**src/rtl/rs232_rx.sv**
```systemverilog
// rs232_rx: 8N1 serial receiver for the TDC capture loopback/host path.
// Recovers bytes from the RX line, presents them on D with a one-cycle RDY
// strobe, and flags a low stop bit with a one-cycle FERR strobe.
module rs232_rx #(
    parameter int CLKS_PER_BIT = 5208
) (
    input  logic       clk,
    input  logic       reset,
    input  logic       RX,
    output logic [7:0] D,
    output logic       RDY,
    output logic       FERR,
    output logic       BUSY
);

    localparam int          HALF_BIT  = CLKS_PER_BIT / 2;
    localparam logic [15:0] BIT_LAST  = 16'(CLKS_PER_BIT - 1);
    localparam logic [15:0] HALF_LAST = 16'(HALF_BIT - 1);
    // The synchronizer holds its reset value for two clocks after reset is
    // released, so WAIT_HIGH ignores rx_s until real line data has arrived.
    localparam logic [15:0] SETTLE    = 16'd2;

    typedef enum logic [2:0] {
        WAIT_HIGH,
        IDLE,
        START,
        DATA,
        STOP
    } state_t;

    state_t      state, state_n;
    logic        rx_m, rx_s;
    logic [15:0] cnt, cnt_n;
    logic [2:0]  idx, idx_n;
    logic [7:0]  sh, sh_n;
    logic [7:0]  d_n;
    logic        rdy_n, ferr_n;

    // Two-flop synchronizer bringing the asynchronous line into the clk domain.
    always_ff @(posedge clk) begin
        if (reset) begin
            rx_m <= 1'b1;
            rx_s <= 1'b1;
        end else begin
            rx_m <= RX;
            rx_s <= rx_m;
        end
    end

    // State, counters, shift register and output strobes.
    always_ff @(posedge clk) begin
        if (reset) begin
            state <= WAIT_HIGH;
            cnt   <= 16'd0;
            idx   <= 3'd0;
            sh    <= 8'h00;
            D     <= 8'h00;
            RDY   <= 1'b0;
            FERR  <= 1'b0;
        end else begin
            state <= state_n;
            cnt   <= cnt_n;
            idx   <= idx_n;
            sh    <= sh_n;
            D     <= d_n;
            RDY   <= rdy_n;
            FERR  <= ferr_n;
        end
    end

    // Next-state logic: bit timing, start validation, data shifting, stop check.
    always_comb begin
        state_n = state;
        cnt_n   = cnt;
        idx_n   = idx;
        sh_n    = sh;
        d_n     = D;
        rdy_n   = 1'b0;
        ferr_n  = 1'b0;

        case (state)
            WAIT_HIGH: begin
                if (cnt != SETTLE) begin
                    cnt_n = cnt + 16'd1;
                end else if (rx_s) begin
                    state_n = IDLE;
                    cnt_n   = 16'd0;
                end
            end

            IDLE: begin
                if (!rx_s) begin
                    state_n = START;
                    cnt_n   = 16'd0;
                end
            end

            START: begin
                if (cnt == HALF_LAST) begin
                    cnt_n = 16'd0;
                    if (!rx_s) begin
                        state_n = DATA;
                        idx_n   = 3'd0;
                    end else begin
                        state_n = IDLE;
                    end
                end else begin
                    cnt_n = cnt + 16'd1;
                end
            end

            DATA: begin
                if (cnt == BIT_LAST) begin
                    cnt_n = 16'd0;
                    sh_n  = {rx_s, sh[7:1]};
                    if (idx == 3'd7) begin
                        state_n = STOP;
                    end else begin
                        idx_n = idx + 3'd1;
                    end
                end else begin
                    cnt_n = cnt + 16'd1;
                end
            end

            STOP: begin
                if (cnt == BIT_LAST) begin
                    cnt_n = 16'd0;
                    if (rx_s) begin
                        d_n     = sh;
                        rdy_n   = 1'b1;
                        state_n = IDLE;
                    end else begin
                        ferr_n  = 1'b1;
                        state_n = WAIT_HIGH;
                    end
                end else begin
                    cnt_n = cnt + 16'd1;
                end
            end

            default: begin
                state_n = WAIT_HIGH;
                cnt_n   = 16'd0;
            end
        endcase
    end

    assign BUSY = (state != IDLE);

endmodule

```
**config.mk**
```make
export PLATFORM = sky130hd
export DESIGN_NAME = rs232_rx
export DESIGN_NICKNAME = d
export VERILOG_FILES = /design/src/rtl/rs232_rx.sv
export SDC_FILE = /design/constraint.sdc
export NUM_CORES = 1
export LEC_CHECK = 0
export ABC_AREA = 1
export CORE_MARGIN = 4
export CORE_UTILIZATION = 53
export DETAILED_ROUTE_END_ITERATION = 8
export MAX_ROUTING_LAYER = met4
export PLACE_DENSITY_LB_ADDON = 0.15
export SLEW_MARGIN = 0
export SYNTH_ARGS = -nofsm -noshare
export SYNTH_HDL_FRONTEND = slang
export SYNTH_SLANG_ARGS = --single-unit
```
**constraint.sdc**
```tcl
create_clock -name clk -period 1.6 [get_ports clk]
set_clock_uncertainty 0.1 [all_clocks]
set_input_delay 0.4 -clock clk [delete_from_list [all_inputs] [get_ports clk]]
set_output_delay 0.4 -clock clk [all_outputs]
set_load 0.01 [all_outputs]
```
Word level (Yosys, flattened, before mapping)
Cells that the tools add are included.
Widths: inputs -> output; s select.
{ "totals": {"out_inout_bits": 11, "register_bits": 42, "input_bits": 3, "wordCells": 64} }
{ "op_classes": {"mux": 23, "n_addsub": 2, "n_eq_ne": 19, "reduce_logical": 9, "n_bitwise": 2} }
{ "ops": {"columns": ["cell", "n"], "rows": [
  ["$mux 16", 5],
  ["$pmux 16 s4", 1],
  ["$mux 3", 11],
  ["$ne 2x2->1 const B", 9],
  ["$add 16x1->16 const B", 1],
  ["$eq 16x12->1 const B", 1],
  ["$eq 16x13->1 const B", 1],
  ["$ne 16x2->1 const B", 1],
  ["$pmux 3 s5", 1],
  ["$reduce_and 7->1", 1],
  ["$eq 3x2->1 const B", 2],
  ["$eq 3x3->1 const B", 2],
  ["$pmux 3 s2", 1],
  ["$reduce_and 5->1", 1],
  ["$reduce_and 2->1", 2],
  ["$add 3x1->3 const B", 1],
  ["$eq 3x1->1 const B", 1],
  ["$logic_not 3->1", 1],
  ["$mux 1", 3],
  ["$ne 3x1->1 const B", 1],
  ["$ne 3x3->1 const B", 1],
  ["$reduce_and 3->1", 1],
  ["$reduce_or 3->1", 1],
  ["$mux 2", 1],
  ["3 further kinds", 4]
]} }

Depth between registers and ports, before layout
Gate-level depths: netlist (run 1).
{ "logic_depth": {"depth_word": 4, "mapped_depth": 13} }

Least setup slack after synthesis (run 1)
OpenSTA, ideal clock, no wires.
{ "synth_path": {"path_type": "reg-to-reg", "startpoint": "reg cnt[1]", "endpoint": "reg cnt[2]", "t_required_ns": 1.386, "slack_ns": -0.034, "arrival_time_ns": 1.419, "stages_incl_launch_ff": 13, "setup_time_ns": 0.114, "path_cell_list": "dfxtp_1 > ha_1 > nand2_1 > inv_1 > nand2_1 > nor2_2 > nand2_2 > nand2_4 > nand2_2 > nor2_4 > nand2_2 > nand2_4 > nor2_1"} }
{ "synth_between": {"elab_chain_len": 3, "elab_cells_between_ends": 10, "cone_classes": "add/sub: 1; eq/ne: 4; mux: 4; reduce/logical: 1"} }
{ "synth_lines": {"columns": ["item", "line", "source"], "rows": [
  ["start, declared", "33", "logic [15:0] cnt, cnt_n;"],
  ["start signal, assigned", "62", "cnt <= cnt_n;"],
  ["$add 16x1->16 (tied with other cells)", null, null],
  ["$mux 16 (tied with other cells)", "113, 127", null],
  ["$pmux 16 s4 or $reduce_and 2->1 (tied branches)", null, null]
]} }
Several ways; a longest one is shown, not always the timed one.
A chain may end at the register's enable or synchronous reset.

Final worst setup path (run 1)
{ "layout_path": {"startpoint": "reg cnt[0]", "endpoint": "reg cnt[11]"} }
Same word-level chain as after synthesis.

==> results.sh, run 1 <==
export IMPL_slowest_stage="dfxtp_4"
export IMPL_avgSynthCellArea_um2=6.60
export IMPL_clk_pin_slew_worst_paths_ns=0.09
export IMPL_hp_class="reg2reg"
export IMPL_cts_tree="done"
export IMPL_m1WireLength_um=2940
export IMPL_path_class="reg2reg"
export IMPL_io_buffers=13
export IMPL_fp_dieArea_um2=5300
export IMPL_drc=0
export IMPL_slew_violations=0
export IMPL_switching_share=0.366
export IMPL_worstPathArrival_ns=2.00
export IMPL_die_h_um=72.8
export IMPL_cts_made_buffers=5
export IMPL_clk_path_buf_depth=2
export IMPL_syn_area_um2=2220
export IMPL_ant_nets=0
export IMPL_syn_instance_count=337
export IMPL_maxCapViolCount=0
export IMPL_setup_slack_ns=-0.285
export IMPL_synthTopCellsByArea="dfxtp_1, nand2_1, nor2_1, inv_1, a21oi_1"
export IMPL_die_width_um=72.8
export IMPL_crit_required_ns=1.71
export IMPL_internal_power_w=0.00218
export IMPL_cp_max_fo=5
export IMPL_antenna_found_initial=0
export IMPL_seqPwrFrac=0.341
export IMPL_clkPwrFrac=0.257
export IMPL_final_hold_viol_count=0
export IMPL_drt_vias_per_instance=5.64
export IMPL_r2r_start="cnt[0]$_SDFFE_PP0P_"
export IMPL_crit_chain="buf_6 > inv_4 > ha_4 > nand3_2 > nor2_2 > nand2_1 > nand2_2 > nand2_2 > nor2_4 > buf_6 > o21ai_2 > nand2_1 > inv_1"
export IMPL_finalSetupTns_ns=-5.63
export IMPL_synth_largest_area_cell="dfxtp_1"
export IMPL_nets=414
export IMPL_syn_to_final_growth_pct=50.0
export IMPL_ys_ff_latch=42
export IMPL_met3_length_um=570
export IMPL_clock_latency_ns=0.31
export IMPL_first_pass_iters=5
export IMPL_p_switching_w=0.00126
export IMPL_gr_total_overflow=0
export IMPL_final_layout_size_suffix_gt1_frac=0.412
export IMPL_grt_pass1_vias=2330
export IMPL_grt_start_max_net_pins=22
export IMPL_grt_usage=0.260
export IMPL_fin_crit_sh=1.18
export IMPL_syn_nets=344
export IMPL_synthMuxAreaShare=0
export IMPL_status="complete, but fails checks"
export IMPL_grt_pass1_wl_um=10300
export IMPL_yosysSeqAreaShare=0.378
export IMPL_dr_wl_met2_um=3600
export IMPL_pwr_share_comb=0.402
export IMPL_p_leak_nw=1.43
export IMPL_core_um2=4030
export IMPL_max_freq_mhz=531
export IMPL_synth_xor_xnor_area_share=0.0355
export IMPL_vias=2582
export IMPL_min_period_ns=1.88
export IMPL_start_util=0.552
export IMPL_r2r_setup_slack_ns=-0.28
export IMPL_htree_levels=2
export IMPL_finalSetupViolations=36
export IMPL_top_layer_used="met4"
export IMPL_cpLargestDelayFamily="simple AND/OR/NAND/NOR gates"
export IMPL_worst_setup_path_start_kind="register"
export IMPL_dpl_worst_slack_ns=-0.198
export IMPL_synth_top_family_by_area="simple AND/OR/NAND/NOR gates"
export IMPL_post_drt_wl_per_cell_um=16.7
export IMPL_ys_warn_count=0
export IMPL_ios=14
export IMPL_max_vdd_ir_drop_mv=0.980
export IMPL_rsz0062_at_grt="true"
export IMPL_ys_types=27
export IMPL_cts_root_buffer="clkbuf_8"
export IMPL_synth_adder_area_share=0.0225
export IMPL_violations="negative setup slack"
export IMPL_hold_start="rx_m$_SDFF_PP1_"
export IMPL_gp_congestion=0.975
export IMPL_antenna_cells=0
export IMPL_dp_hpwl_um=3950
export IMPL_fp_row_count=23
export IMPL_initialDrtViolationCount=261
export IMPL_tightest_slew_ns=0.385
export IMPL_cp_num_buf_inv=4
export IMPL_slowest_delay_ns=0.36
export IMPL_cp_end_kind="register"
export IMPL_clock_sinks=42
export IMPL_synth_top_area_share=0.378
export IMPL_startpoint="cnt[0]$_SDFFE_PP0P_"
export IMPL_yosys_area_share_simple=0.340
export IMPL_synth_compound_area_frac=0.119
export IMPL_maxSlewHeadroom=0.741
export IMPL_wirelength_um=7630
export IMPL_power_density_nw_per_um2=1030
## power groups by stage
stage | sequential, W | combinational [W] | clock [W]
finish | 0.00117 | 0.00138 | 0.000884
global route | 0.00118 | 0.00147 | 0.000903
CTS | 0.00116 | 0.00113 | 0.000873
detailed placement | 0.00118 | 0.000801 | 0
global placement | 0.00117 | 0.000796 | 0
floorplan | 0.00117 | 0.000488 | 0
## state kept, by name, indices dropped and copies added (netlist names)
register,count
rx_m,1
idx,3
rx_s,1
FERR,1
D,8
cnt,16
sh,8
RDY,1
state,3
## final cells by class
class,instances,area (µm²)
flip-flops and latches,42,858
multi-input cells,238,1510
well taps,50,62.6
repair buffers,70,598
clock buffers,6,72.6
clock inverters,2,37.5
fillers,251,694
inverters,50,193
## what timing repair did
action / CTS / global route
setup buffers: 10 / 2
hold buffers: 0 / 0
resized for setup: 78 / 70
pin swaps: 26 / 31
setup endpoints to repair: 41 / 40
cloned: 2 / 1
## cell usage in the layout (no fill, tap or decap), types with 3 or more instances in the layout
master and instances:
nand2_1 63, buf_4 45, inv_1 40, dfxtp_1 34, nor2_1 34, a21oi_1 20
o21ai_2 19, nor2_2 17, nand3_1 13, dlygate4sd2_1 10, buf_6 10, nor2_4 9
nand2_2 9, inv_2 8, nand2_4 8, xor2_1 6, o21ai_0 5, a21oi_2 5
clkbuf_8 5, dfxtp_2 5, nor3_1 4, nor3_2 3, nand3_2 3, xor2_2 3
dfxtp_4 3
## cell families (layout without fill, tap and decap cells)
group                    after synthesis  in the layout
adder cells (fa/ha/maj)                4              4
AND/OR/NAND/NOR                      172            173
XOR/XNOR                               9              9
flip-flops                            42             42
buffers and inverters                 58            128
AO/OA/AOI/OAI                         52             52
## per-stage QoR
step / area [µm²] / hold WS, ns / util / total power, W / cells
after floorplan: 2240 / 0.289 / - / 0.00166 / 337
after global placement: 2730 / 0.292 / 0.678 / 0.00197 / 436
after detailed placement: 2730 / 0.298 / 0.678 / 0.00198 / 436
after CTS: 3090 / 0.318 / 0.767 / 0.00316 / 456
after global routing: 3330 / 0.339 / 0.828 / 0.00355 / 458
final: 3330 / 0.319 / 0.828 / 0.00344 / 458
## cell usage after synthesis
cell,instances
a21oi_1,24
a21oi_2,1
a31oi_1,1
buf_2,5
buf_6,1
clkbuf_1,2
dfxtp_1,42
ha_1,4
inv_1,46
inv_2,4
nand2_1,72
nand2_2,6
nand2_4,2
nand3_1,17
nand3_2,1
nand3b_1,1
nand4_1,2
nor2_1,55
nor2_2,3
nor2_4,2
nor3_1,7
nor3_2,1
nor4_1,1
o21ai_0,24
o21ai_1,2
or2_2,2
xor2_1,9
## layer usage
layer	up-vias	global-route usage
met1	1192	0.296
met3	57	0.0689
li1	1192	-
met4	0	0.133
met2	141	0.418
met5	-	-
## path summary, 6_finish.rpt
| path | endpoint | cells past startpoint |
|---|---|---|
| worst min-delay path | rx_s$_SDFF_PP1_ | 1 |
| worst max register to register | cnt[11]$_SDFFE_PP0P_ | 13 |
| worst max-delay path | cnt[11]$_SDFFE_PP0P_ | 13 |
| worst min register to register | rx_s$_SDFF_PP1_ | 1 |
Note: power is estimated with default switching activity, not from simulation.
==> inputs of run 2 (changes only) <==
ABC_CLOCK_PERIOD_IN_PS = 1600   (was default)
==> results of run 2 <==
Same layout as run 1: the final DEF is identical, and so are final timing and power.
==> inputs of run 3 (changes only) <==
CORE_UTILIZATION = 30   (was 53)
==> run 3 against run 2 <==
  * Flip-flop and latch count stayed put
  * Worst hold slack better by 0.0018 ns
  * Critical endpoint is now cnt[14]$_SDFFE_PP0P_
  * Final cell count is 11% higher
  * Maximum frequency is 8.8% higher
  * The run still ends with negative setup slack left
  * Die area is 67% higher
  * Combinational power is 12% lower
  * Critical path type unchanged
  * Setup slack better by 0.15 ns
  * Highest routed layer unchanged
  * Cell area is 1.4% lower
==> results.sh, run 3 (same netlist as run 1, synthesis figures left out) <==
export IMPL_status="complete, but fails checks"
export IMPL_violations="negative setup slack"
export IMPL_min_period_ns=1.73
export IMPL_maxCapViolCount=0
export IMPL_start_util=0.308
export IMPL_gr_total_overflow=0
export IMPL_htree_levels=2
export IMPL_clock_sinks=42
export IMPL_grt_usage=0.144
export IMPL_hp_class="reg2reg"
export IMPL_path_class="reg2reg"
export IMPL_multi_input_area_um2=1410
export IMPL_slew_violations=0
export IMPL_tightest_slew_ns=0.249
export IMPL_first_pass_iters=4
export IMPL_post_place_cells=488
export IMPL_io_buffers=13
export IMPL_final_layout_size_suffix_gt1_frac=0.383
export IMPL_max_vdd_ir_drop_mv=0.512
export IMPL_syn_to_final_growth_pct=47.8
export IMPL_wirelength_um=6080
export IMPL_post_drt_wl_per_cell_um=11.9
export IMPL_fin_crit_sh=1.08
export IMPL_setup_slack_ns=-0.132
export IMPL_drt_vias_per_instance=4.39
export IMPL_ant_nets=0
export IMPL_cp_end_kind="register"
export IMPL_cts_root_buffer="clkbuf_8"
export IMPL_cp_num_buf_inv=2
export IMPL_cp_max_fo=3
export IMPL_n_fill_cell=772
export IMPL_regMostFlops="cnt"
export IMPL_max_freq_mhz=577
export IMPL_worst_setup_path_start_kind="register"
export IMPL_cpLargestDelayFamily="simple AND/OR/NAND/NOR gates"
export IMPL_hold_start="rx_m$_SDFF_PP1_"
export IMPL_gp_congestion=0.861
export IMPL_grt_pass1_wl_um=9800
export IMPL_postCtsHoldBufs=0
export IMPL_layout_commonest_cell="nand2_1"
export IMPL_crit_required_ns=1.69
export IMPL_slowest_delay_ns=0.38
export IMPL_r2r_setup_slack_ns=-0.13
export IMPL_clk_path_buf_depth=2
export IMPL_drc=0
export IMPL_finalSetupViolations=18
export IMPL_dp_hpwl_um=4160
export IMPL_nets=416
export IMPL_p_leak_nw=1.41
export IMPL_fp_row_count=31
export IMPL_grt_pass1_vias=2129
export IMPL_crit_chain="ha_4 > nand2_4 > inv_4 > nand2_2 > nor2_2 > nand2_2 > nand2_4 > nand2_4 > nor2_4 > buf_6 > nor2_2 > nor2_1 > nor2_1"
export IMPL_clk_pin_slew_worst_paths_ns=0.10
export IMPL_final_hold_viol_count=0
export IMPL_slowest_stage="dfxtp_4"
export IMPL_r2r_start="cnt[1]$_SDFFE_PP0P_"
export IMPL_fp_dieArea_um2=8850
export IMPL_vias=2235
export IMPL_core_um2=7210
export IMPL_crit_top_cell="nand2_4"
export IMPL_dpl_worst_slack_ns=-0.176
export IMPL_power_density_nw_per_um2=947
export IMPL_ios=14
export IMPL_antenna_found_initial=0
export IMPL_die_h_um=94.1
export IMPL_whs_path_depth=1
export IMPL_initialDrtViolationCount=63
export IMPL_antenna_cells=0
export IMPL_maxSlewHeadroom=0.833
export IMPL_hold_slack_ns=0.321
export IMPL_r2r_end="cnt[14]$_SDFFE_PP0P_"
export IMPL_final_cell_mix="nand2_1, buf_4, inv_1"
export IMPL_hold_end="rx_s$_SDFF_PP1_"
export IMPL_reg_top3="cnt x16, D x8, sh x8"
export IMPL_largest_register_ffs=16
export IMPL_worstPathArrival_ns=1.82
export IMPL_reg2reg_depth=13
export IMPL_clock_latency_ns=0.30
export IMPL_rsz0062_at_grt="true"
export IMPL_die_width_um=94.1
export IMPL_regArea_um2=868
export IMPL_grt_start_max_net_pins=22
export IMPL_cts_tree="done"
export IMPL_stdcell_count=509
export IMPL_cts_made_buffers=5
-- run 3: cell types whose count changed in the layout (fill, tap and decap cells not counted), moves of 4 or more --
cell     change
nor2_4       -4
a21oi_1      +4
o21ai_2      -4
dfxtp_2      +5
o21ai_1      +5
dfxtp_1      -6
a21oi_2      -4
-- run 3: area by class of cell --
type	count	share of cell area
sequential	42	0.264
tap	99	0.0377
inverter	50	0.0579
multi-input combinational	239	0.428
clock buffer	5	0.0209
clock inverter	3	0.00761
timing repair buffer	71	0.183
-- run 3: how the worst max path moves through the flow --
| stage | startpoint | to | slack (ns) | depth (start not counted) |
|---|---|---|---|---|
| after floorplan | cnt[1]$_SDFFE_PP0P_ | cnt[2]$_SDFFE_PP0P_ | 0.01 | 12 |
| after global placement | cnt[5]$_SDFFE_PP0P_ | cnt[9]$_SDFFE_PP0P_ | -0.12 | 11 |
| after detailed placement | cnt[1]$_SDFFE_PP0P_ | cnt[2]$_SDFFE_PP0P_ | -0.18 | 12 |
| after CTS | cnt[1]$_SDFFE_PP0P_ | cnt[14]$_SDFFE_PP0P_ | -0.13 | 13 |
| after global routing | cnt[1]$_SDFFE_PP0P_ | cnt[14]$_SDFFE_PP0P_ | -0.25 | 10 |
| final | cnt[1]$_SDFFE_PP0P_ | cnt[14]$_SDFFE_PP0P_ | -0.13 | 13 |
-- run 3: layer usage --
layer	vias to the layer above	global-route usage	wire length, µm
li1	1199	-	-
met1	998	0.181	3030
met2	28	0.222	2740
met3	10	0.0393	195
met4	0	0.0542	120
met5	-	-	0
-- run 3: stage by stage --
step	cell area [µm²]	setup TNS [ns]	total power (W)	utilization
3_5_place_dp	2830	-2.66	0.00201	0.392
4_1_cts	3080	-1.35	0.00297	0.427
3_3_place_gp	2830	-1.90	0.00200	0.392
5_1_grt	3290	-4.08	0.00332	0.456
2_1_floorplan	2240	0	0.00166	-
6_report	3290	-1.38	0.00311	0.456
-- run 3: repair_timing --
item / in CTS / in global routing
gates resized for setup: 48 / 78
endpoints found under the setup margin: 48 / 39
setup buffers: 6 / 3
pin swaps: 19 / 17
cloned: 2 / 2
-- run 3: worst register-to-register path: stages (launching register included) --
cell and delay (ns):
dfxtp_4 0.38, ha_4 0.16, nand2_4 0.06, inv_4 0.06, nand2_2 0.05, nor2_2 0.09
nand2_2 0.11, nand2_4 0.11, nand2_4 0.06, nor2_4 0.16, buf_6 0.13, nor2_2 0.03
nor2_1 0.08, nor2_1 0.04
-- run 3: report_power, final --
part	internal [W]	total (W)	switching, W
Combinational	0.000553	0.00121	0.000656
Clock	0.000316	0.000731	0.000415
Sequential	0.00111	0.00117	0.0000631
Total	0.00198	0.00311	0.00113
